File: config.mk
export PLATFORM = sky130hd
export DESIGN_NAME = edge_setup
export DESIGN_NICKNAME = d
export VERILOG_FILES = /design/src/rtl/edge_setup.sv
export SDC_FILE = /design/constraint.sdc
export NUM_CORES = 2
export LEC_CHECK = 0
export ABC_AREA = 1
export CORE_MARGIN = 2
export CORE_UTILIZATION = 25
export DETAILED_ROUTE_END_ITERATION = 8
export GPL_ROUTABILITY_DRIVEN = 0
export REMOVE_ABC_BUFFERS = 1
export SYNTH_ARGS = -nofsm -noshare
export SYNTH_HDL_FRONTEND = slang
export SYNTH_SLANG_ARGS = --single-unit
File: constraint.sdc
create_clock -name clk -period 11.95 [get_ports clk]
set_clock_uncertainty 0.2 [all_clocks]
set_input_delay 2.39 -clock clk [delete_from_list [all_inputs] [get_ports clk]]
set_output_delay 2.39 -clock clk [all_outputs]
set_load 0.005 [all_outputs]
File: src/rtl/edge_setup.sv
// Triangle edge-setup: three vertices in, winding-normalised edge equations and 2x area out.
// A single shared fixed-point multiplier is time-multiplexed over eight products.
package celery_pkg;
  typedef logic signed [31:0] fp32_t;

  typedef struct packed {
    fp32_t a;
    fp32_t b;
    fp32_t c;
    logic  top_left;
  } edge_t;

  // S15.16 multiply: full 64-bit product, shifted back to 16 fraction bits and truncated.
  function automatic fp32_t fp_mul(input fp32_t a, input fp32_t b);
    logic signed [63:0] p;
    p = 64'(a) * 64'(b);
    return fp32_t'(p >>> 16);
  endfunction
endpackage

module edge_setup
  import celery_pkg::*;
(
  input  logic        clk,
  input  logic        rst_n,
  input  logic        in_valid,
  output logic        in_ready,
  input  logic [31:0] v0_x,
  input  logic [31:0] v0_y,
  input  logic [31:0] v1_x,
  input  logic [31:0] v1_y,
  input  logic [31:0] v2_x,
  input  logic [31:0] v2_y,
  output logic        out_valid,
  input  logic        out_ready,
  output edge_t       edge0,
  output edge_t       edge1,
  output edge_t       edge2,
  output logic [31:0] area2,
  output logic        cull
);

  localparam int unsigned IDX_W    = 3;
  localparam int unsigned N_PROD   = 8;
  localparam logic [IDX_W-1:0] IDX_LAST = IDX_W'(N_PROD - 1);

  typedef enum logic [1:0] {
    IDLE = 2'd0,
    MUL  = 2'd1,
    FIN  = 2'd2,
    OUT  = 2'd3
  } state_t;

  state_t           state;
  state_t           state_nx;
  logic [IDX_W-1:0] idx;

  fp32_t x0, y0, x1, y1, x2, y2;
  fp32_t prod [N_PROD];
  fp32_t mul_a, mul_b, mul_p;

  fp32_t a0, b0, c0, a1, b1, c1, a2, b2, c2;
  fp32_t raw_area;
  logic  degenerate;
  logic  flip;
  edge_t e0_n, e1_n, e2_n;

  logic accept, mul_step, fin_step, handshake;

  // State register
  always_ff @(posedge clk or negedge rst_n) begin
    if (!rst_n) state <= IDLE;
    else        state <= state_nx;
  end

  // Next-state logic
  always_comb begin
    state_nx = state;
    case (state)
      IDLE: if (in_valid)        state_nx = MUL;
      MUL:  if (idx == IDX_LAST) state_nx = FIN;
      FIN:  state_nx = degenerate ? IDLE : OUT;
      OUT:  if (out_ready)       state_nx = IDLE;
      default: state_nx = IDLE;
    endcase
  end

  // Per-state control strobes
  always_comb begin
    accept    = 1'b0;
    mul_step  = 1'b0;
    fin_step  = 1'b0;
    handshake = 1'b0;
    case (state)
      IDLE: accept    = in_valid;
      MUL:  mul_step  = 1'b1;
      FIN:  fin_step  = 1'b1;
      OUT:  handshake = out_ready;
      default: ;
    endcase
  end

  assign in_ready = (state == IDLE);

  // Operand select: area cross product first, then the three vertex-pair cross terms
  always_comb begin
    mul_a = '0;
    mul_b = '0;
    case (idx)
      3'd0: begin mul_a = x1 - x0; mul_b = y2 - y0; end
      3'd1: begin mul_a = x2 - x0; mul_b = y1 - y0; end
      3'd2: begin mul_a = x1;      mul_b = y2;      end
      3'd3: begin mul_a = x2;      mul_b = y1;      end
      3'd4: begin mul_a = x2;      mul_b = y0;      end
      3'd5: begin mul_a = x0;      mul_b = y2;      end
      3'd6: begin mul_a = x0;      mul_b = y1;      end
      3'd7: begin mul_a = x1;      mul_b = y0;      end
      default: ;
    endcase
  end

  assign mul_p = fp_mul(mul_a, mul_b);

  function automatic fp32_t cond_neg(input fp32_t v, input logic neg);
    return neg ? -v : v;
  endfunction

  // Negate on reversed winding, then derive the top-left fill rule from the result
  function automatic edge_t make_edge(input fp32_t a, input fp32_t b, input fp32_t c,
                                      input logic neg);
    edge_t e;
    fp32_t na;
    fp32_t nb;
    na         = cond_neg(a, neg);
    nb         = cond_neg(b, neg);
    e.a        = na;
    e.b        = nb;
    e.c        = cond_neg(c, neg);
    e.top_left = (na > 0) || ((na == 0) && (nb > 0));
    return e;
  endfunction

  assign a0 = y1 - y2;
  assign b0 = x2 - x1;
  assign a1 = y2 - y0;
  assign b1 = x0 - x2;
  assign a2 = y0 - y1;
  assign b2 = x1 - x0;

  assign raw_area   = prod[0] - prod[1];
  assign c0         = prod[2] - prod[3];
  assign c1         = prod[4] - prod[5];
  assign c2         = prod[6] - prod[7];
  assign degenerate = (raw_area == 0);
  assign flip       = (raw_area < 0);

  assign e0_n = make_edge(a0, b0, c0, flip);
  assign e1_n = make_edge(a1, b1, c1, flip);
  assign e2_n = make_edge(a2, b2, c2, flip);

  // Vertex capture, product accumulation and registered outputs
  always_ff @(posedge clk or negedge rst_n) begin
    if (!rst_n) begin
      x0        <= '0;
      y0        <= '0;
      x1        <= '0;
      y1        <= '0;
      x2        <= '0;
      y2        <= '0;
      idx       <= '0;
      for (int i = 0; i < int'(N_PROD); i++) prod[i] <= '0;
      out_valid <= 1'b0;
      cull      <= 1'b0;
      edge0     <= '0;
      edge1     <= '0;
      edge2     <= '0;
      area2     <= '0;
    end else begin
      cull <= 1'b0;
      if (accept) begin
        x0  <= v0_x;
        y0  <= v0_y;
        x1  <= v1_x;
        y1  <= v1_y;
        x2  <= v2_x;
        y2  <= v2_y;
        idx <= '0;
      end
      if (mul_step) begin
        prod[idx] <= mul_p;
        idx       <= idx + IDX_W'(1);
      end
      if (fin_step) begin
        if (degenerate) begin
          cull <= 1'b1;
        end else begin
          edge0     <= e0_n;
          edge1     <= e1_n;
          edge2     <= e2_n;
          area2     <= cond_neg(raw_area, flip);
          out_valid <= 1'b1;
        end
      end
      if (handshake) out_valid <= 1'b0;
    end
  end

endmodule

==> metrics.md <==
| Metric | Value |
|---|---|
| Status | `finished clean` |
| Top layer in use | `met5` |
| Vias per cell | `4.86` |
| Distinct cell type count after synthesis | `72` |
| Met3 wire length | `35800 µm` |
| Maxcap violations | `0` |
| CP max stage cell | `xnor2_1` |
| #FFs+latches synth | `778` |
| Number of enable flip-flop cells after synthesis | `0` |
| Largest cells by area after synthesis | `dfrtp_1 21%, fa_1 18%, nand2_1 15%, inv_1 9.2%, ha_1 7.2%` |
| Post-route minimum period | `11.47 ns` |
| Sequential share of the synthesized area | `20.5%` |
| ANT nets after route | `0` |
| IO Port Bufs | `521` |
| Global Route Usage Sum | `19.6%` |
| Hold violation total from the final report | `0` |
| Cells after synthesis | `13800` |
| Grt ovf | `0` |
| Layout area overhead | `15.1%` |
| Wire length per cell | `20.0 µm` |
| CTS tree | `done` |
| CTS sink cnt | `778` |
| Most used cell, CP | `inv_1` |
| Core Area | `378000 µm²` |
| HPWL Detailed | `315000 µm` |
| Main flop type after synthesis | `dfrtp_1` |
| RSZ-0062 raised after global routing | `no` |
| Synth warn | `0` |
| Count leader, synth | `nand2_1` |
| Fmax | `87.2 MHz` |
| CTS Hold Bufs | `0` |
| Root Driver | `clkbuf_16` |
| Total CTS buffers | `107` |
| Fin crit share | `96.0%` |
| Worst setup SP type | `flop` |
| Floorplan row count | `226` |
| Crit path kind | `reg -> reg` |
| Die Wd | `620 µm` |
| Clock latency on the worst-skew pair | `0.89 ns` |
| Area share of the largest cell type after synthesis | `20.5%` |
| Largest net degree at the start of global routing | `137` |
| Vias | `93700` |
| Initial core utilization | `25.1%` |
| Drt total wl | `385000 µm` |
| Die Height | `620 µm` |
| Ratio of cells with drive above 1 in the final layout | `3.85%` |
| Area leader, netlist | `dfrtp_1` |
| Met2 wire len | `168000 µm` |
| # IOs | `522` |
| M1 WL | `153000 µm` |
| Setup Buffers After CTS | `0` |
| List of most frequent post-synthesis cells | `3920 x nand2_1, 2336 x inv_1, 1493 x nor2_1` |
| Worst-path clk slew | `0.07 ns` |
| Post-synthesis area per instance | `6.87 µm²` |
| Crit-path max cell delay | `0.81 ns` |
| Post-route DRC violation count | `0` |
| First-pass GRT wire length | `571000 µm` |
| Nets@finish | `15800` |
| Die Area | `385000 µm²` |
| Arrival time at the worst endpoint | `11.91 ns` |
| Vias in the first global route | `90600` |
| Mapped cell area | `94900 µm²` |
| Async set-or-reset flop fraction in the synthesized netlist | `100%` |
| Max_slew headroom | `6.94%` |
| Crit path max fanout | `19` |
| Required @ worst endpoint | `12.39 ns` |
| Slew @ Worst Pin | `1.39 ns` |
| Post-CTS sizing | `0` |
| Initial DRC count | `10100` |
| Final slew viol count | `0` |
| Longest Clk Path Bufs | `4` |
| Critical Path End Type | `flop` |
| Initial antenna violation count | `19` |
| TNS Setup | `0 ns` |
| Level count of the clock H-tree | `3` |
| DRT Pass-1 Iters | `8` |
| Final setup fails | `0` |
| Min-delay worst type | `reg -> reg` |
## layout by cell type, fill, tap and decap left out, types with 37 or more instances in the layout
cell | synthesis | routed
nand2_1 | 3920 | 3918
inv_1 | 2336 | 2336
nor2_1 | 1493 | 1489
fa_1 | 850 | 850
dfrtp_1 | 778 | 778
nand3_1 | 762 | 762
a21oi_1 | 710 | 709
ha_1 | 550 | 550
o21ai_0 | 551 | 547
clkdlybuf4s50_1 | 0 | 520
xor2_1 | 273 | 273
nand4_1 | 197 | 197
buf_4 | 25 | 146
nor3_1 | 129 | 129
clkbuf_16 | 0 | 109
a31oi_1 | 102 | 102
xnor2_1 | 98 | 98
o21ai_1 | 87 | 88
nand2_2 | 41 | 40
nand3b_1 | 37 | 37
## kinds of logic after synthesis
group / count (synthesis) / synth area share [%]
and+or+nand+nor: 6729 / 29.1
buffers and inverters: 2808 / 11.5
AOI/OAI and AO/OA: 1704 / 9.92
adders and majority gates: 1400 / 25.2
DFF: 778 / 20.5
xor gates and xnor gates: 387 / 3.70
muxes: 5 / 0.0593
## through the flow
stage	hold slack [ns]	util [%]	std cells	instance area (µm²)	setup WS (ns)
CTS	0.280	28.9	19300	109000	0.640
global route	0.292	28.9	19300	109000	0.0202
finish	0.277	28.9	19300	109000	0.478
floorplan	0.249	-	13400	93000	2.06
global placement	0.263	28.0	19100	106000	1.05
detailed placement	0.264	28.0	19100	106000	0.770
## critical path: cells and delay by family (launching register included)
kind | cells | cell delay (ns)
fa+ha+maj | 10 | 4.11
simple gates | 5 | 1.76
flops | 1 | 0.47
compound gates | 11 | 2.12
xor+xnor | 1 | 0.81
buf+inv | 9 | 1.67
## final cells by class
| cell class | count | area, µm² |
|---|---|---|
| antenna | 3 | 7.51 |
| clock buffer | 149 | 3080 |
| clock inverter | 38 | 433 |
| fill | 41600 | 269000 |
| inverter | 2391 | 8990 |
| multi-input combinational | 10200 | 64600 |
| sequential | 778 | 19500 |
| tap | 5016 | 6280 |
| timing repair buffer | 673 | 6440 |
## state kept, by name, summed over array words and instances (netlist names)
name       count
out_valid      1
idx            3
x1            32
y1            32
area2         32
x0            32
y2            32
edge0         97
edge1         97
cull           1
edge2         97
y0            32
state          2
prod         256
x2            32
## worst paths after layout
kind	cells after the start	end	slack [ns]	from
min reg2reg	2	edge2[25]$_DFFE_PN0P_	0.28	edge2[25]$_DFFE_PN0P_
max in group asynchronous	3	area2[12]$_DFFE_PN0P_	8.02	rst_n
min in group asynchronous	1	edge0[20]$_DFFE_PN0P_	1.36	rst_n
max reg2reg	36	prod[89]$_DFFE_PN0P_	0.48	idx[1]$_DFFE_PN0P_
min	2	edge2[25]$_DFFE_PN0P_	0.28	edge2[25]$_DFFE_PN0P_
max	36	prod[89]$_DFFE_PN0P_	0.48	idx[1]$_DFFE_PN0P_
## per-layer routing
layer  global-route usage [%]  vias to the layer above
met1                     24.5                    44600
met4                     12.3                       26
li1                         -                    43700
met3                     4.21                      995
met2                     30.7                     4375
met5                        0                        -
Power is left out: the tool's default activity adds up to more than one toggle a clock period on the data nets, which glitch-free logic cannot reach.
